===== src/rtl/hazard_scoreboard.sv =====
// rtl/hazard_scoreboard.sv - decode-stage register result scoreboard with late-result stall
module hazard_scoreboard #(
    parameter int NREG = 32,
    parameter int CNTW = 2
) (
    input  logic            clk,
    input  logic            reset,
    input  logic            valid_d,
    input  logic            flush_d,
    input  logic            freeze,
    input  logic [4:0]      ra1,
    input  logic [4:0]      ra2,
    input  logic            use1,
    input  logic            use2,
    input  logic [4:0]      dst,
    input  logic            regwrite,
    input  logic            late,
    input  logic            ready_valid,
    input  logic [4:0]      ready_dst,
    input  logic            commit_valid,
    input  logic [4:0]      commit_dst,
    output logic            stall_d,
    output logic            issue,
    output logic            busy,
    output logic [NREG-1:0] pending
);

    logic [CNTW-1:0] cnt [NREG];
    logic [NREG-1:0] lt;

    logic            raw1;
    logic            raw2;
    logic            full;
    logic [NREG-1:0] incVec;
    logic [NREG-1:0] decVec;
    logic [NREG-1:0] rdyVec;

    // Only a not-yet-forwardable youngest writer blocks a reader; plain in-flight writers are forwarded.
    always_comb begin
        raw1    = use1 && (ra1 != 5'd0) && lt[ra1];
        raw2    = use2 && (ra2 != 5'd0) && lt[ra2];
        full    = regwrite && (dst != 5'd0) && (cnt[dst] == '1);
        stall_d = valid_d && !flush_d && (raw1 || raw2 || full);
        issue   = valid_d && !flush_d && !freeze && !stall_d;
    end

    always_comb begin
        incVec = '0;
        decVec = '0;
        rdyVec = '0;
        pending = '0;
        for (int r = 1; r < NREG; r++) begin
            incVec[r]  = issue && regwrite && (dst == 5'(r));
            decVec[r]  = commit_valid && (commit_dst == 5'(r)) && (cnt[r] != '0);
            rdyVec[r]  = ready_valid && (ready_dst == 5'(r));
            pending[r] = (cnt[r] != '0);
        end
        busy = |pending;
    end

    always_ff @(posedge clk or posedge reset) begin
        if (reset) begin
            for (int r = 0; r < NREG; r++) begin
                cnt[r] <= '0;
            end
            lt <= '0;
        end else begin
            for (int r = 1; r < NREG; r++) begin
                if (incVec[r] && !decVec[r]) begin
                    cnt[r] <= cnt[r] + CNTW'(1);
                end else if (decVec[r] && !incVec[r]) begin
                    cnt[r] <= cnt[r] - CNTW'(1);
                end
                // A new writer always wins over a same-edge ready or final commit.
                if (incVec[r]) begin
                    lt[r] <= late;
                end else if (decVec[r] && (cnt[r] == CNTW'(1))) begin
                    lt[r] <= 1'b0;
                end else if (rdyVec[r]) begin
                    lt[r] <= 1'b0;
                end
            end
        end
    end

endmodule


===== config.mk =====
export PLATFORM = sky130hd
export DESIGN_NAME = hazard_scoreboard
export DESIGN_NICKNAME = d
export VERILOG_FILES = /design/src/rtl/hazard_scoreboard.sv
export SDC_FILE = /design/constraint.sdc
export NUM_CORES = 1
export LEC_CHECK = 0
export ABC_AREA = 1
export CELL_PAD_IN_SITES_DETAIL_PLACEMENT = 1
export CELL_PAD_IN_SITES_GLOBAL_PLACEMENT = 1
export CORE_ASPECT_RATIO = 1.75
export CORE_MARGIN = 4
export CORE_UTILIZATION = 46
export DETAILED_ROUTE_END_ITERATION = 10
export PLACE_DENSITY = 0.95
export SETUP_SLACK_MARGIN = 0.15
export SLEW_MARGIN = 40
export SYNTH_ARGS = -nofsm -noshare
export SYNTH_HDL_FRONTEND = slang
export SYNTH_SLANG_ARGS = --single-unit

===== constraint.sdc =====
create_clock -name clk -period 4.56 [get_ports clk]
set_input_delay 0.456 -clock clk [delete_from_list [all_inputs] [get_ports clk]]
set_output_delay 0.456 -clock clk [all_outputs]
set_load 0.03 [all_outputs]

* After elaboration in Yosys (flattened, before gate mapping)
Index checks and enable logic that the tools add are counted.
** Word-level totals
- Logic and storage cells :: 807
- Bits in registers :: 93
- Input port bits :: 36
- Output and inout bits :: 35
** Cells by class
- Bitwise operators :: 1
- Equality and inequality tests :: 125
- $lt $le $gt $ge :: 3
- Reduce and logical (&&, ||, !) cells :: 392
- Mux-type cells :: 162
- Add/sub/neg operators :: 62
** Operator list (number)
- == test 5 bit (second input constant) :: 48
- logical AND 1 bit :: 228
- 2-to-1 mux 2 bit :: 64
- nonzero test 2 bit :: 62
- == test 5 x 4 -> 1 bit (second input constant) :: 24
- 2-to-1 mux 1 bit :: 95
- nonzero test 3 bit :: 31
- zero test 1 bit :: 65
- adder 2 x 1 -> 2 bit (second input constant) :: 31
- == test 2 x 1 -> 1 bit (second input constant) :: 31
- subtractor 2 x 1 -> 2 bit (second input constant) :: 31
- == test 5 x 3 -> 1 bit (second input constant) :: 12
- OR reduction 31 bit :: 1
- == test 5 x 2 -> 1 bit (second input constant) :: 6
- == test 5 x 1 -> 1 bit (second input constant) :: 3
- nonzero test 5 bit :: 3
- < comparator 5 x 6 -> 1 bit (second input constant) :: 2
- binary-select mux 1 bit (select 5 bit) :: 2
- binary-select mux 2 bit (select 5 bit) :: 1
- greater-or-equal comparator 6 bit (second input constant) :: 1
- inverter 5 -> 6 bit :: 1
- == test 2 bit (second input constant) :: 1
- logical OR 1 bit :: 2

* Logic depth before layout (Yosys ltp)
Gate-level depths: netlist of the first run.
- Depth in word-level cells :: 16
- Mapped depth :: 22
- Mapped depth without buffers :: 19

* Worst setup path after synthesis of the first run
No wires, ideal clock.
- Path kind :: input-to-output
- From :: input port dst[0]
- To :: output port stall_d
- Data arrival time :: 2120 ps
- Buffers on the path :: 1
- Stages :: 12
- Slack :: 1984 ps
- Data required time :: 4104 ps
- Cells stage by stage :: buf_6 inv_4 nand2_1 nor2_1 nand2_1 nand3_1 nor2_1 nand2_1 nand3_1 nand2_1 nand2_1 a211oi_1
** On the way
- Word-level cells in the longest chain between the ends :: 8
- Elaborated cells between the ends (all ways) :: 10
- Classes of those cells :: eq/ne (1); mux (3); bitwise (1); reduce/logical (5)
** Ends and longest elaborated chain
- start: declaration :: line 15 : input logic [4:0] dst,
- inverter 5 -> 6 bit (not written as such) :: line 42 : full = regwrite && (dst != 5'd0) && (cnt[dst] == '1);
- binary-select mux 2 bit (select 5 bit) :: line 42
- 2-to-1 mux 2 bit (not written as such) (2 in series) :: line 42
- == test 2 bit :: line 42
- logical AND 1 bit (*) :: line 42
- logical OR 1 bit (*) :: line 43 : stall_d = valid_d && !flush_d && (raw1 || raw2 || full);
- logical AND 1 bit (*) :: line 43
- end: declaration :: line 22 : output logic stall_d,
Every way passes the cells marked *; elsewhere a longest branch is shown, timed or not. The select of a mux whose other input is x is not followed.

* Worst setup path after layout of the first run
Ends and elaborated chain as after synthesis.

==> results.md, run 1 <==
Critical path:
- The required time of the worst setup path is 4.10 ns.
- The number of buffers and inverters on the critical path is 3.
- STA classifies the critical path endpoint as an output pin.
- The number of cells on the worst reg-to-reg path is 18.
- The start of the worst register-to-register path is cnt[6].
- The launch point of the worst path is dst[0].
- The cell repeated most along the worst path is sky130_fd_sc_hd__nand2_1.
- The internal reg-to-reg setup slack is 1.65 ns.
- For the worst setup path, the data arrival time is 3.45 ns.
- The endpoint of the worst register-to-register path is cnt[5].
- The worst-path cell with the longest stage delay is sky130_fd_sc_hd__clkdlybuf4s50_1.
- The largest fanout of any net on the critical path is 23.
- The category of the most critical setup path is input pin to output pin.
- STA classifies the critical path startpoint as an input pin.
- Broken down by cell family, the worst path's largest delay share belongs to buffers and inverters.
- The largest single stage delay on the critical path is 0.74 ns.
- The critical path goes through clkdlybuf4s50_1 -> inv_4 -> nand2_1 -> nor2_1 -> nand2_1 -> nand3_1 -> nor2_1 -> nand2_1 -> nand3_1 -> nand2_1 -> nand2_1 -> a211oi_1 -> clkdlybuf4s50_1.

Timing:
- Setup violations remaining at the end of the flow were counted as 0.
- In the final timing run, aggregate negative setup slack is 0 ns.
- The final number of hold-violating endpoints is 0.
- Setup repair after global routing left no endpoint under its margin.
- The setup clock skew after layout is 0.0156 ns.
- The worst path uses 85.7% of the clock period.
- The number of slew-limit violations in the final report is 0.
- The headroom to the max-slew limit is 47.4%.
- The routed design could run at a clock period as short as 3.91 ns.
- The final worst setup slack is 0.654 ns.
- The timing-limited maximum frequency is 256 MHz.
- For the pin with the worst max-slew slack, the measured transition is 0.787 ns.

Route:
- In the routed design, unresolved DRC markers number 0.
- The total via count after detailed routing is 8579.
- The number of routed nets with antenna violations is 0.
- After the first detailed-routing iteration, the DRC count stood at 699.
- The total wirelength of the detailed-routed design is 32.5 mm.
- The first detailed-routing pass took 6 iterations.
- The via-per-instance ratio is 5.92.
- The wire length per cell is 22.5 µm.

Clock network:
- After clock tree synthesis, the flow added hold-fix buffers numbering 0.
- Gates resized during post-CTS repair numbered 0.
- The number of buffers created by CTS is 9.
- The CTS tree is done.
- The buffer levels on the longest clock path is 2.
- The clock-pin slew of the registers on the worst-case setup and hold paths is 0.07 ns.
- Buffers added to address setup during post-CTS repair amount to 0.
- The number of sinks handled by clock tree synthesis is 93.
- The tree is rooted in a sky130_fd_sc_hd__clkbuf_16.
- The clock tree synthesis step divided the H-tree into 3 levels.
- At the later pin of the worst-skew pair, clock insertion delay measures 0.36 ns.

Synthesis:
- The number of synthesized register bits is 93.
- The mean instance size in the synthesized netlist is 6.96 µm².
- The share of the synthesized area in the top cell type is 28.9%.
- For this run, asynchronously set or reset flops after synthesis account for 100%.
- The leading register cell type out of synthesis is sky130_fd_sc_hd__dfrtp_1.
- The number of distinct standard cells referenced by the synthesized netlist is 34.
- By area the synthesized netlist is led by sky130_fd_sc_hd__dfrtp_1 (29%), sky130_fd_sc_hd__nand2_1 (15%), sky130_fd_sc_hd__ha_1 (14%), sky130_fd_sc_hd__inv_1 (9.3%), sky130_fd_sc_hd__nand3_1 (6.6%).
- Yosys instantiated no cell more often than sky130_fd_sc_hd__nand2_1.
- Counting instances in the post-synthesis netlist gives the leading cell types as sky130_fd_sc_hd__nand2_1 (332), sky130_fd_sc_hd__inv_1 (200), sky130_fd_sc_hd__nand3_1 (106).
- The cell count after synthesis is 1158.
- The library cell with the largest summed area after synthesis is sky130_fd_sc_hd__dfrtp_1.
- The mapped netlist covers 8070 µm².
- The number of nets in the synthesized netlist is 1287.
- The count of flip-flops with a built-in enable after synthesis is 0.
- Yosys printed 3 warnings.
- For this run, the register share of the synthesized area comes to 28.9%.

Global route:
- The number of antenna violations at the first check in global routing is 0.
- The residual overflow from global routing is 0.
- The first global-routing pass estimated 51.4 mm of wire.
- For this run, the total global-route usage over all layers was measured as 34.0%.
- The number of global-route vias before repair is 9310.
- Entering global routing, the biggest net connects 72 pins.

Floorplanning:
- The effective utilization at floorplan is 47.2%.
- Measured along the y axis, the die boundary spans 183 µm.
- Measured along the x axis, the die boundary spans 108 µm.
- The die covers 19800 µm².
- In this run the standard cell core region covers 17100 µm².
- After floorplanning, the core was divided into 63 placement rows.
- During I/O placement, the number of pins put on the boundary was 71.

Final layout:
- The layout has 2259 filler cells.
- The number of diodes added for antenna fixing is 0.
- The net count of the finished layout is 1345.
- In the final layout, the share of cells above drive strength 1 is 3.52%.
- The area growth from synthesis to layout is 14.8%.

Worst hold path:
- The startpoint of the tightest hold check path is cnt[14].
- In this run the worst hold path is classified as flop to flop.
- The path with the worst hold slack has its endpoint at cnt[14].
- The worst hold path depth is 1.

Place:
- Input and output buffers added on the ports amount to 69.
- The setup slack at placement is 0.679 ns.
- Routability-driven placement finished with a final weighted congestion of 0.938.
- Detailed placement ended at an HPWL of 24.5 mm.

Outcome:
- The flow ran to the end, and the final reports show no timing, DRC or antenna violations.

Flow run:
- The number of max-cap violations is 0.

Pwr:
- The largest vdd supply drop is 0.220 mV.
- Summed over all cells, the static leakage comes to 4.98 nW.
- The power per cell area is 372 nW/µm².
[placed cells by master, fill, tap and decap left out, drive strengths merged, types with 10 or more instances in the layout]
| cell type | n |
|---|---|
| dfrtp | 93 |
| buf | 14 |
| o21ai | 67 |
| xor2 | 31 |
| nand2 | 332 |
| nor2 | 75 |
| ha | 93 |
| nand3 | 107 |
| nand4 | 38 |
| clkbuf | 10 |
| inv | 205 |
| xnor2 | 31 |
| clkdlybuf4s50 | 69 |
| a41oi | 25 |
[how the worst max path moves through the flow]
| stage | slack, ns | cells past startpoint | to |
|---|---|---|---|
| finish | 0.65 | 13 | stall_d |
| global route | 0.46 | 13 | stall_d |
| CTS | 0.67 | 13 | stall_d |
| detailed placement | 0.68 | 13 | stall_d |
| global placement | 0.81 | 13 | stall_d |
| floorplan | 1.68 | 1 | cnt[0] |
[registers in the layout, summed over array words and instances, names as in the netlist]
register,flops
cnt,62
lt,31
[area by class of cell]
| class | instances | area (µm²) | area share (%) |
|---|---|---|---|
| clock inverter | 6 | 86.3 | 0.932 |
| clock buffer | 10 | 239 | 2.58 |
| timing repair buffer | 83 | 808 | 8.73 |
| inverter | 207 | 785 | 8.47 |
| multi-input combinational | 822 | 4730 | 51.1 |
| sequential | 93 | 2330 | 25.1 |
| tap | 227 | 284 | 3.07 |
[per-stage QoR]
step | power (mW) | utilization (%) | hold WS (ns) | std cells | area, µm²
detailed placement | 2.55 | 52.2 | 0.493 | 1432 | 8930
global placement | 2.47 | 52.2 | 0.489 | 1432 | 8930
global route | 3.62 | 54.2 | 0.531 | 1448 | 9260
CTS | 3.44 | 54.1 | 0.507 | 1448 | 9260
floorplan | 1.95 | - | 0.464 | 1158 | 8070
finish | 3.44 | 54.2 | 0.500 | 1448 | 9260
[metal layers]
layer  track usage, %  vias up  routed length [µm]
met2             57.7      457               15900
met1             37.0     4137               11400
met5                0        -                   0
li1                 -     3804                   -
met3             5.42      181                2170
met4             26.4        0                3110
[cells by family after synthesis]
logic type	count (synthesis)	share of synthesized area, %
XOR/XNOR	62	6.73
flip-flops	93	28.9
other	1	0.0465
AND/OR/NAND/NOR	562	29.5
buffers and inverters	243	12.6
adder cells (fa/ha/maj)	93	14.4
AO/OA/AOI/OAI	104	7.88
[power by group]
part           internal [mW]  total, mW  switching [mW]  leakage, nW
logic                  0.521       1.48           0.960         3.56
registers              0.953       1.11           0.153         1.26
clock network          0.496      0.857           0.362        0.158
total                   1.97       3.44            1.47         4.98
No activity file was read; power rests on OpenSTA's default activity.
==> run 2: changes to the inputs <==
- CORE_ASPECT_RATIO: 1.75 -> not set
==> results.md, run 2 (synthesis gave the netlist of run 1 again) <==
Outcome:
- The run finished with clean final reports.

Pwr:
- The switching power total is 1.46 mW (-0.81%).
- The combinational group share of total power is 42.9% (about the same).
- The total design power is 3.44 mW (about the same).
- The clock share of power is 24.9% (about the same).
- The power per cell area was 373 nW/µm² (+0.30%).
- The share of total power in sequential cells is 32.2% (about the same).
- The net switching fraction of the power is 42.5% (-0.33 points).
- The cell-internal power is 1.98 mW (+0.54%).
- The static leakage is 4.97 nW (-0.16%).
- The largest vdd supply drop is 0.186 mV (-15%).

Worst hold path:
- The class of the most critical hold timing path is input pin to async pin.

Clock network:
- The number of buffers added to fix hold violations after cts is 0 (unchanged).
- The number of buffers created by CTS came to 9 (unchanged).
- The buffer levels on the longest clock path came to 2 (unchanged).
- The CTS tree is done.
- The maximum level of the CTS H-tree is 3 (unchanged).
- The number of sinks handled by clock tree synthesis came to 93 (unchanged).
- The clock-pin slew of the registers on the worst-case setup and hold paths came to 0.06 ns (about the same).
- The post-CTS setup-driven buffer insertion count is 0 (unchanged).
- The post-CTS resize count was 0 (unchanged).
- The cell sitting at the root of the clock tree is a sky130_fd_sc_hd__clkbuf_16.
- The clock latency at the later pin of the worst-skew pair came to 0.36 ns (about the same).

Route:
- The detailed-route DRC error count is 0 (unchanged).
- The total iterations of the first detailed-routing run is 5 (-1).
- The DRC violation total after the first TritonRoute iteration is 887 (+27%).
- The total via count after detailed routing was 8521 (-0.68%).
- The wire length per cell is 22.1 µm (-1.6%).
- The via-per-instance ratio is 5.91 (-0.33%).
- The number of routed nets with antenna violations is 0 (unchanged).
- The total wirelength of the detailed-routed design was 31.9 mm (-2.0%).

Critical path:
- Traced cell by cell, the critical path runs through clkdlybuf4s50_1 -> nand2_1 -> nor2_1 -> nand2_1 -> nand3_1 -> nor2_1 -> nand2_1 -> nand3_1 -> nand2_1 -> nand2_1 -> nand3_2 -> inv_1 -> clkdlybuf4s50_1.
- The cell repeated most along the worst path is sky130_fd_sc_hd__nand2_1.
- The top cell family by delay on the critical path is buffers and inverters.
- The arrival time at the worst endpoint is 3.66 ns (+0.21 ns).
- The category of the most critical setup path is input pin to output pin.
- STA classifies the critical path startpoint as an input pin.
- The slowest stage of the critical path belongs to the cell sky130_fd_sc_hd__clkdlybuf4s50_1.
- The largest fanout of any net on the critical path is 17 (-26%).
- The required time of the worst setup path is 4.10 ns (about the same).
- The longest individual stage delay on the worst path is 1.00 ns (+0.26 ns).
- The buffering stage count on the worst path with inverters included is 3 (unchanged).
- The type of destination of the critical path is an output pin.

Final layout:
- The net count of the finished layout was 1342 (-0.22%).
- The number of diodes added for antenna fixing came to 0 (unchanged).
- The register containing the most flip-flops in the final layout is cnt.
- In the final layout, the registers with the most flip-flops are cnt: 62 flops, lt: 31 flops.
- The library cells used most frequently in the layout, excluding fill and tap cells, are sky130_fd_sc_hd__nand2_1 (332), sky130_fd_sc_hd__inv_1 (199), sky130_fd_sc_hd__nand3_1 (106), sky130_fd_sc_hd__ha_1 (93), sky130_fd_sc_hd__dfrtp_1 (93).
- The proportion of layout cells with a drive suffix above 1 is 3.12% (-0.40 points).
- The most frequent standard cell in the layout excluding fill and tap cells is sky130_fd_sc_hd__nand2_1.
- The number of flip-flops in the largest register was 62 (unchanged).
- The final standard cell utilization of the core is 53.6% (-0.59 points).
- The layout overhead on the synthesized area is 14.5%.

Timing:
- Setup repair after global routing left no endpoint under its margin.
- The final critical-path required period is 4.11 ns (+0.208 ns).
- The setup clock skew after layout was 0.0108 ns (-0.00479 ns).
- The worst hold slack is 0.448 ns (-0.0519 ns).
- The final number of setup-violating endpoints is 0 (unchanged).
- The timing-limited maximum frequency is 243 MHz (-5.1%).
- The final number of hold-violating endpoints is 0 (unchanged).
- The number of slew-limit violations in the final report is 0 (unchanged).
- The transition time at the pin with the least slew margin came to 0.870 ns (+0.0829 ns).
- The period utilization was 90.2% (+4.6 points).
- The aggregate negative setup slack came to 0 ns (unchanged).
- The headroom to the max-slew limit is 41.9% (-5.5 points).

Place:
- The number of buffers inserted by port buffering is 69 (unchanged).
- The weighted congestion reported at the end of routability-driven placement was 0.927 (-1.2%).
- The half-perimeter wire length of the detailed placement result is 23.6 mm (-4.0%).

Floorplanning:
- The I/O pin total came to 71 (unchanged).
- The y dimension of the die is 140 µm (-23%).
- The number of rows in the core area is 48 (-24%).
- The core footprint came to 17200 µm² (+0.77%).
- The die area came to 19700 µm² (-0.43%).
- The die width was 140 µm (+30%).
- The effective utilization at floorplan is 46.8% (-0.36 points).

Global route:
- The maximum number of pins on one net before global-route repair is 66 (-8.3%).
- The wire length of the first global-routing pass was 50.3 mm (-2.3%).
- The number of global-route vias before repair came to 9039 (-2.9%).
- The overall track demand over capacity in global routing is 32.5% (-1.4 points).
- The residual overflow from global routing is 0 (unchanged).
- The number of antenna violations at the first check in global routing came to 1 (+1).

Flow run:
- The number of max-cap violations is 0 (unchanged).
run 2: cell type report:
| type | count | area [µm²] |
|---|---|---|
| Fill cell | 2248 | 8010 |
| Multi-Input combinational cell | 822 | 4730 |
| Sequential cell | 93 | 2330 |
| Timing Repair Buffer | 80 | 787 |
| Inverter | 207 | 781 |
| Tap cell | 225 | 282 |
| Clock buffer | 12 | 256 |
| Clock inverter | 4 | 70.1 |
run 2: power by group through the flow:
| stage | logic, mW | registers [mW] | clock network, mW |
|---|---|---|---|
| 2_1_floorplan | 0.894 | 1.06 | 0 |
| 4_1_cts | 1.46 | 1.10 | 0.853 |
| 6_report | 1.48 | 1.11 | 0.856 |
| 3_5_place_dp | 1.43 | 1.12 | 0 |
| 5_1_grt | 1.59 | 1.13 | 0.890 |
| 3_3_place_gp | 1.35 | 1.11 | 0 |
run 2: worst reg2reg max path, cell delays in order, from the launching register on:
cell                      delay, ns
sky130_fd_sc_hd__dfrtp_1       0.41
sky130_fd_sc_hd__inv_1         0.11
sky130_fd_sc_hd__o21ai_0       0.15
sky130_fd_sc_hd__nand2_1       0.11
sky130_fd_sc_hd__nand2_1       0.05
sky130_fd_sc_hd__nand2_1       0.09
sky130_fd_sc_hd__nand2_1       0.06
sky130_fd_sc_hd__inv_1         0.05
sky130_fd_sc_hd__nand2_1       0.04
sky130_fd_sc_hd__nand3_1       0.07
sky130_fd_sc_hd__nand2_1       0.08
sky130_fd_sc_hd__nand2_1       0.12
sky130_fd_sc_hd__nand3_2       0.15
sky130_fd_sc_hd__nor2_4        0.16
sky130_fd_sc_hd__buf_12        0.28
sky130_fd_sc_hd__nand3_1       0.20
sky130_fd_sc_hd__inv_1         0.13
sky130_fd_sc_hd__ha_1          0.29
sky130_fd_sc_hd__nand2_1       0.11
sky130_fd_sc_hd__o21ai_0       0.09
run 2: worst paths after layout:
kind | start | endpoint | slack (ns) | depth (start not counted)
min | reset | cnt[0] | 0.45 | 2
min in group clk | cnt[6] | cnt[6] | 0.51 | 1
max in group asynchronous | reset | lt[1] | 3.10 | 3
max | dst[0] | issue | 0.45 | 13
max reg2reg | cnt[6] | cnt[27] | 1.70 | 19
min reg2reg | cnt[6] | cnt[6] | 0.51 | 1
run 2: metrics by stage:
step | instance area, µm² | setup WS [ns] | std cells
6_report | 9230 | 0.446 | 1443
5_1_grt | 9230 | 0.254 | 1443
4_1_cts | 9230 | 0.493 | 1443
3_5_place_dp | 8900 | 0.457 | 1427
3_3_place_gp | 8900 | 0.677 | 1427
2_1_floorplan | 8070 | 1.68 | 1158
run 2: per-layer routing:
layer | vias to the layer above | wire [µm] | share of wire (%) | track usage, %
met5 | - | 13 | 0.041 | 0
met2 | 492 | 14800 | 46 | 52.7
met4 | 2 | 1760 | 5.5 | 16.2
li1 | 3791 | - | - | -
met1 | 4098 | 12400 | 39 | 40.8
met3 | 138 | 2960 | 9.3 | 7.41
==> edit 1 (settings of run 2) <==
Reset style: synchronous (`reset`), changed in one clocked block.
--- a/src/rtl/hazard_scoreboard.sv
+++ b/src/rtl/hazard_scoreboard.sv
@@ -58,7 +58,7 @@
         busy = |pending;
     end
 
-    always_ff @(posedge clk or posedge reset) begin
+    always_ff @(posedge clk) begin
         if (reset) begin
             for (int r = 0; r < NREG; r++) begin
                 cnt[r] <= '0;
Behaviour: not the same (Yosys sat finds a counterexample within 4 cycles, from zero or initial values and one cycle with reset high; the reset may be asserted at any time).
==> edit 1 against run 2 <==
Design area rose by 5.3%; setup slack better by 0.29 ns; largest cell class unchanged; area after synthesis increased by 7.1%; sequential cell count unchanged; critical endpoint is now stall_d; wire length grew 8.2%; first-iteration DRC count grew 31%; critical path type unchanged; critical path depth is 3 higher.
Power is not compared: it rests on default switching activity, and its combinational part moved more than twofold at a synthesized area within 25%.
==> edit 1: results (changes against run 2) <==
run_status:
  status: "completed"
detailed_routing:
  drt-total-wl_um: 34500  # +8.2%
  drtPass1Iterations: 7  # +2
  drt_iter0_drc: 1158  # +31%
  wl_met1_um: 13700  # +11%
  top_layer: "met4"
  wl_met3_um: 3070  # +3.8%
global_route:
  grt_pass1_wl_um: 54100  # +7.6%
  track_usage_pct: 32.2  # -0.34 points
  use_met2_pct: 52.2  # -0.46 points
  grt_max_degree: 59  # -11%
  met1_usage_pct: 41.4  # +0.69 points
  met3_usage_pct: 4.12  # -3.3 points
critical_path:
  rr_startpoint: "cnt[25][0]"
  timing.rr.end: "cnt[27][1]"
  r2r.worst_path.cells: 13  # -6
  setup.worst_path.end: "stall_d"
  worst_ep_arrival_time_ns: 3.37  # -0.29 ns
placement:
  placedInstanceArea_um2: 9450  # +6.1%
  dpl.cell_count: 1619  # +13%
  dpl.hpwl_um: 26600  # +13%
  gp_congestion: 0.963  # +3.8%
timing:
  finalClockSkew_ns: 0.00638  # -0.00438 ns
  tightest_slew_ns: 0.853  # -0.0170 ns
logic_synthesis:
  synth-seq-area-share_pct: 28.7  # -0.11 points
  ys_types: 40  # +18%
  synth_nets: 1453  # +13%
  ys_async_sr_fraction_pct: 0  # -100 points
  yosys-top-cells-area: "edfxtp_1 (22%), nand2_1 (16%), inv_1 (9.9%)"
  ys_warn_count: 0  # -3
  netlist_top_cells_count: "nand2_1 (374), inv_1 (227), nor2_1 (163)"
  ys.flop_type: "edfxtp_1"
min_path:
  holdCritPathClass: "reg -> reg"
finish:
  areaGrowthSynthToFinish_pct: 12.5
  stdcell_count: 1635  # +13%
  fill_cells: 2473  # +10%
  multi_input_area_share_pct: 51.2  # about the same
==> edit 1: report_power, final <==
| group | total, µW | internal (µW) | leakage (µW) | switching (µW) |
|---|---|---|---|---|
| Sequential | 964 | 934 | 0.000886 | 29.4 |
| Clock | 747 | 367 | 0.000127 | 380 |
| Combinational | 556 | 176 | 0.00365 | 379 |
| Total | 2270 | 1480 | 0.00467 | 789 |
==> edit 1: through the flow <==
step	setup WS [ns]	hold WS, ns
after floorplan	1.88	0.463
after global placement	0.898	0.475
after detailed placement	0.790	0.498
after CTS	0.788	0.513
after global routing	0.591	0.540
final	0.737	0.514
==> edit 1: critical path: cells and delay by family <==
kind | cells | cell delay (ns)
AOI/OAI and AO/OA | 1 | 0.12
and+or+nand+nor | 10 | 0.92
buffers and inverters | 5 | 1.84
==> edit 1: cells by family after synthesis <==
family / after synthesis / synth area share (%)
simple gates: 804 / 41.2
buf+inv: 288 / 13.6
compound gates: 107 / 7.42
flops: 93 / 28.7
fa+ha+maj: 62 / 8.98
other cells: 1 / 0.0434
==> edit 2 (config.mk and constraints of run 2) <==
Made on the original files. `CNTW`: 2 -> 4.
--- a/src/rtl/hazard_scoreboard.sv
+++ b/src/rtl/hazard_scoreboard.sv
@@ -1,7 +1,7 @@
 // rtl/hazard_scoreboard.sv - decode-stage register result scoreboard with late-result stall
 module hazard_scoreboard #(
     parameter int NREG = 32,
-    parameter int CNTW = 2
+    parameter int CNTW = 4
 ) (
     input  logic            clk,
     input  logic            reset,
Function: changed (a bounded check fails within 4 cycles, from zero or initial values and one cycle with reset high).
==> edit 2 against run 2 <==
Register-to-register slack got worse by 1.0 ns; total power up 130%; via count rose by 56%; area after synthesis is 59% higher; synthesized cell count increased by 59%; design area up 57%; non-clock buffer count increased by 11; wire length increased by 52%; clock skew rose by 0.0013 ns; worst hold slack better by 0.037 ns; critical endpoint is now cnt[7]; critical path type is now in -> reg; setup slack worse by 0.14 ns; largest power group unchanged; sequential cell count grew 62.
==> edit 2: results (changes against run 2) <==
run_status:
  status: "completed"
detailed_routing:
  vias: 13320  # +56%
  top_layer: "met4"
  wl_met3_um: 3990  # +35%
  met2_length_um: 22400  # +52%
  drtPass1Iterations: 8  # +3
  drt-total-wl_um: 48500  # +52%
  wl_met1_um: 19400  # +57%
  drt_iter0_drc: 1288  # +45%
timing:
  finalClockSkew_ns: 0.0120  # +0.00126 ns
  relSlewSlack_pct: 43.1  # +1.2 points
logic_synthesis:
  ys_types: 36  # +5.9%
  ys_warn_count: 5  # +2
  synth_nets: 2001  # +55%
  yosys-top-cells-area: "dfrtp_1 (30%), nand2_1 (14%), ha_1 (12%)"
  syn_area_per_cell_um2: 6.95  # -0.18%
  synth-seq-area-share_pct: 30.3  # +1.5 points
critical_path:
  rr_startpoint: "cnt[100]"
  crit_fanout: 32  # +15
  worst_ep_arrival_time_ns: 4.60  # +0.94 ns
placement:
  gp_congestion: 0.991  # +6.9%
  dpl.cell_count: 2253  # +58%
  place_ws_ns: 0.128  # -0.329 ns
  dpl.hpwl_um: 35600  # +51%
  placedInstanceArea_um2: 13900  # +56%
cts:
  numCtsBuffers: 17  # +8
  clk_latency_ns: 0.45  # +0.09 ns
  htree_levels: 4  # +1
global_route:
  grt_pass1_wl_um: 76400  # +52%
  track_usage_pct: 31.5  # -1.0 points
  antenna_found_initial: 0  # -1
  grt_pass1_vias: 13953  # +54%
  grt_max_degree: 83  # +26%
power_and_ir_drop:
  power.leakage_uw: 0.00728  # +47%
  clkPwrFrac_pct: 20.2  # -4.7 points
  ir_worst_vdd_mv: 0.590  # +220%
  p_sw_uw: 3900  # +170%
  total_power_uw: 8030  # +130%
  seqPwrFrac_pct: 31.9  # -0.3 points
finish:
  drive_gt1_share_pct: 4.75  # +1.6 points
  largestRegisters: "cnt: 124 flops, lt: 31 flops"
  fin_util_pct: 53.5  # -0.081 points
  final_nets: 2061  # +54%
-- edit 2: cell types whose count changed after synthesis, sizes merged, moves of 51 or more --
cell          run 2  this run
xor2             31        93
nor2             75       219
dfrtp            93       155
o21ai            67       128
nand3           107       158
nand2           332       479
-- edit 2: cell type report --
cell class	count	area, µm²
Multi-Input combinational cell	1395	7740
Timing Repair Buffer	91	897
Inverter	241	908
Sequential cell	155	3880
Clock inverter	12	175
Clock buffer	20	467
Fill cell	3544	12600
Tap cell	372	465
-- edit 2: cell families after synthesis --
kind of cell | share of synthesized area, %
adder cells (fa/ha/maj) | 12.1
other | 0.0293
AND/OR/NAND/NOR | 30.2
flip-flops | 30.3
buffers and inverters | 9.23
XOR/XNOR | 7.32
AO/OA/AOI/OAI | 10.8
-- edit 2: worst paths after layout --
path / endpoint / slack, ns / cells after the start
min in group clk: cnt[15] / 0.51 / 2
worst max register to register: cnt[7] / 0.65 / 20
worst min-delay path: cnt[89] / 0.48 / 3
max in group asynchronous: cnt[49] / 3.27 / 4
worst min register to register: cnt[15] / 0.51 / 2
worst max-delay path: cnt[7] / 0.31 / 21
-- edit 2: layer usage --
metal | track usage, % | vias up
li1 | - | 6002
met4 | 15.8 | 0
met2 | 51.7 | 676
met5 | 0 | -
met3 | 6.73 | 195
met1 | 39.4 | 6447
-- edit 2: critical path: stages --
cell,delay [ns]
buf_2,0.25
buf_4,0.27
nor2_2,0.69
nand2_1,0.16
nand2_1,0.10
nor2_1,0.05
nor2_1,0.11
nor2_1,0.07
nand2_1,0.08
nand3_1,0.09
nand2_1,0.10
nand2_2,0.11
nand4_2,0.09
buf_4,0.38
nor2_1,0.10
ha_1,0.40
or2_2,0.36
o32ai_1,0.29
o21ai_0,0.17
xor2_1,0.15
inv_1,0.05
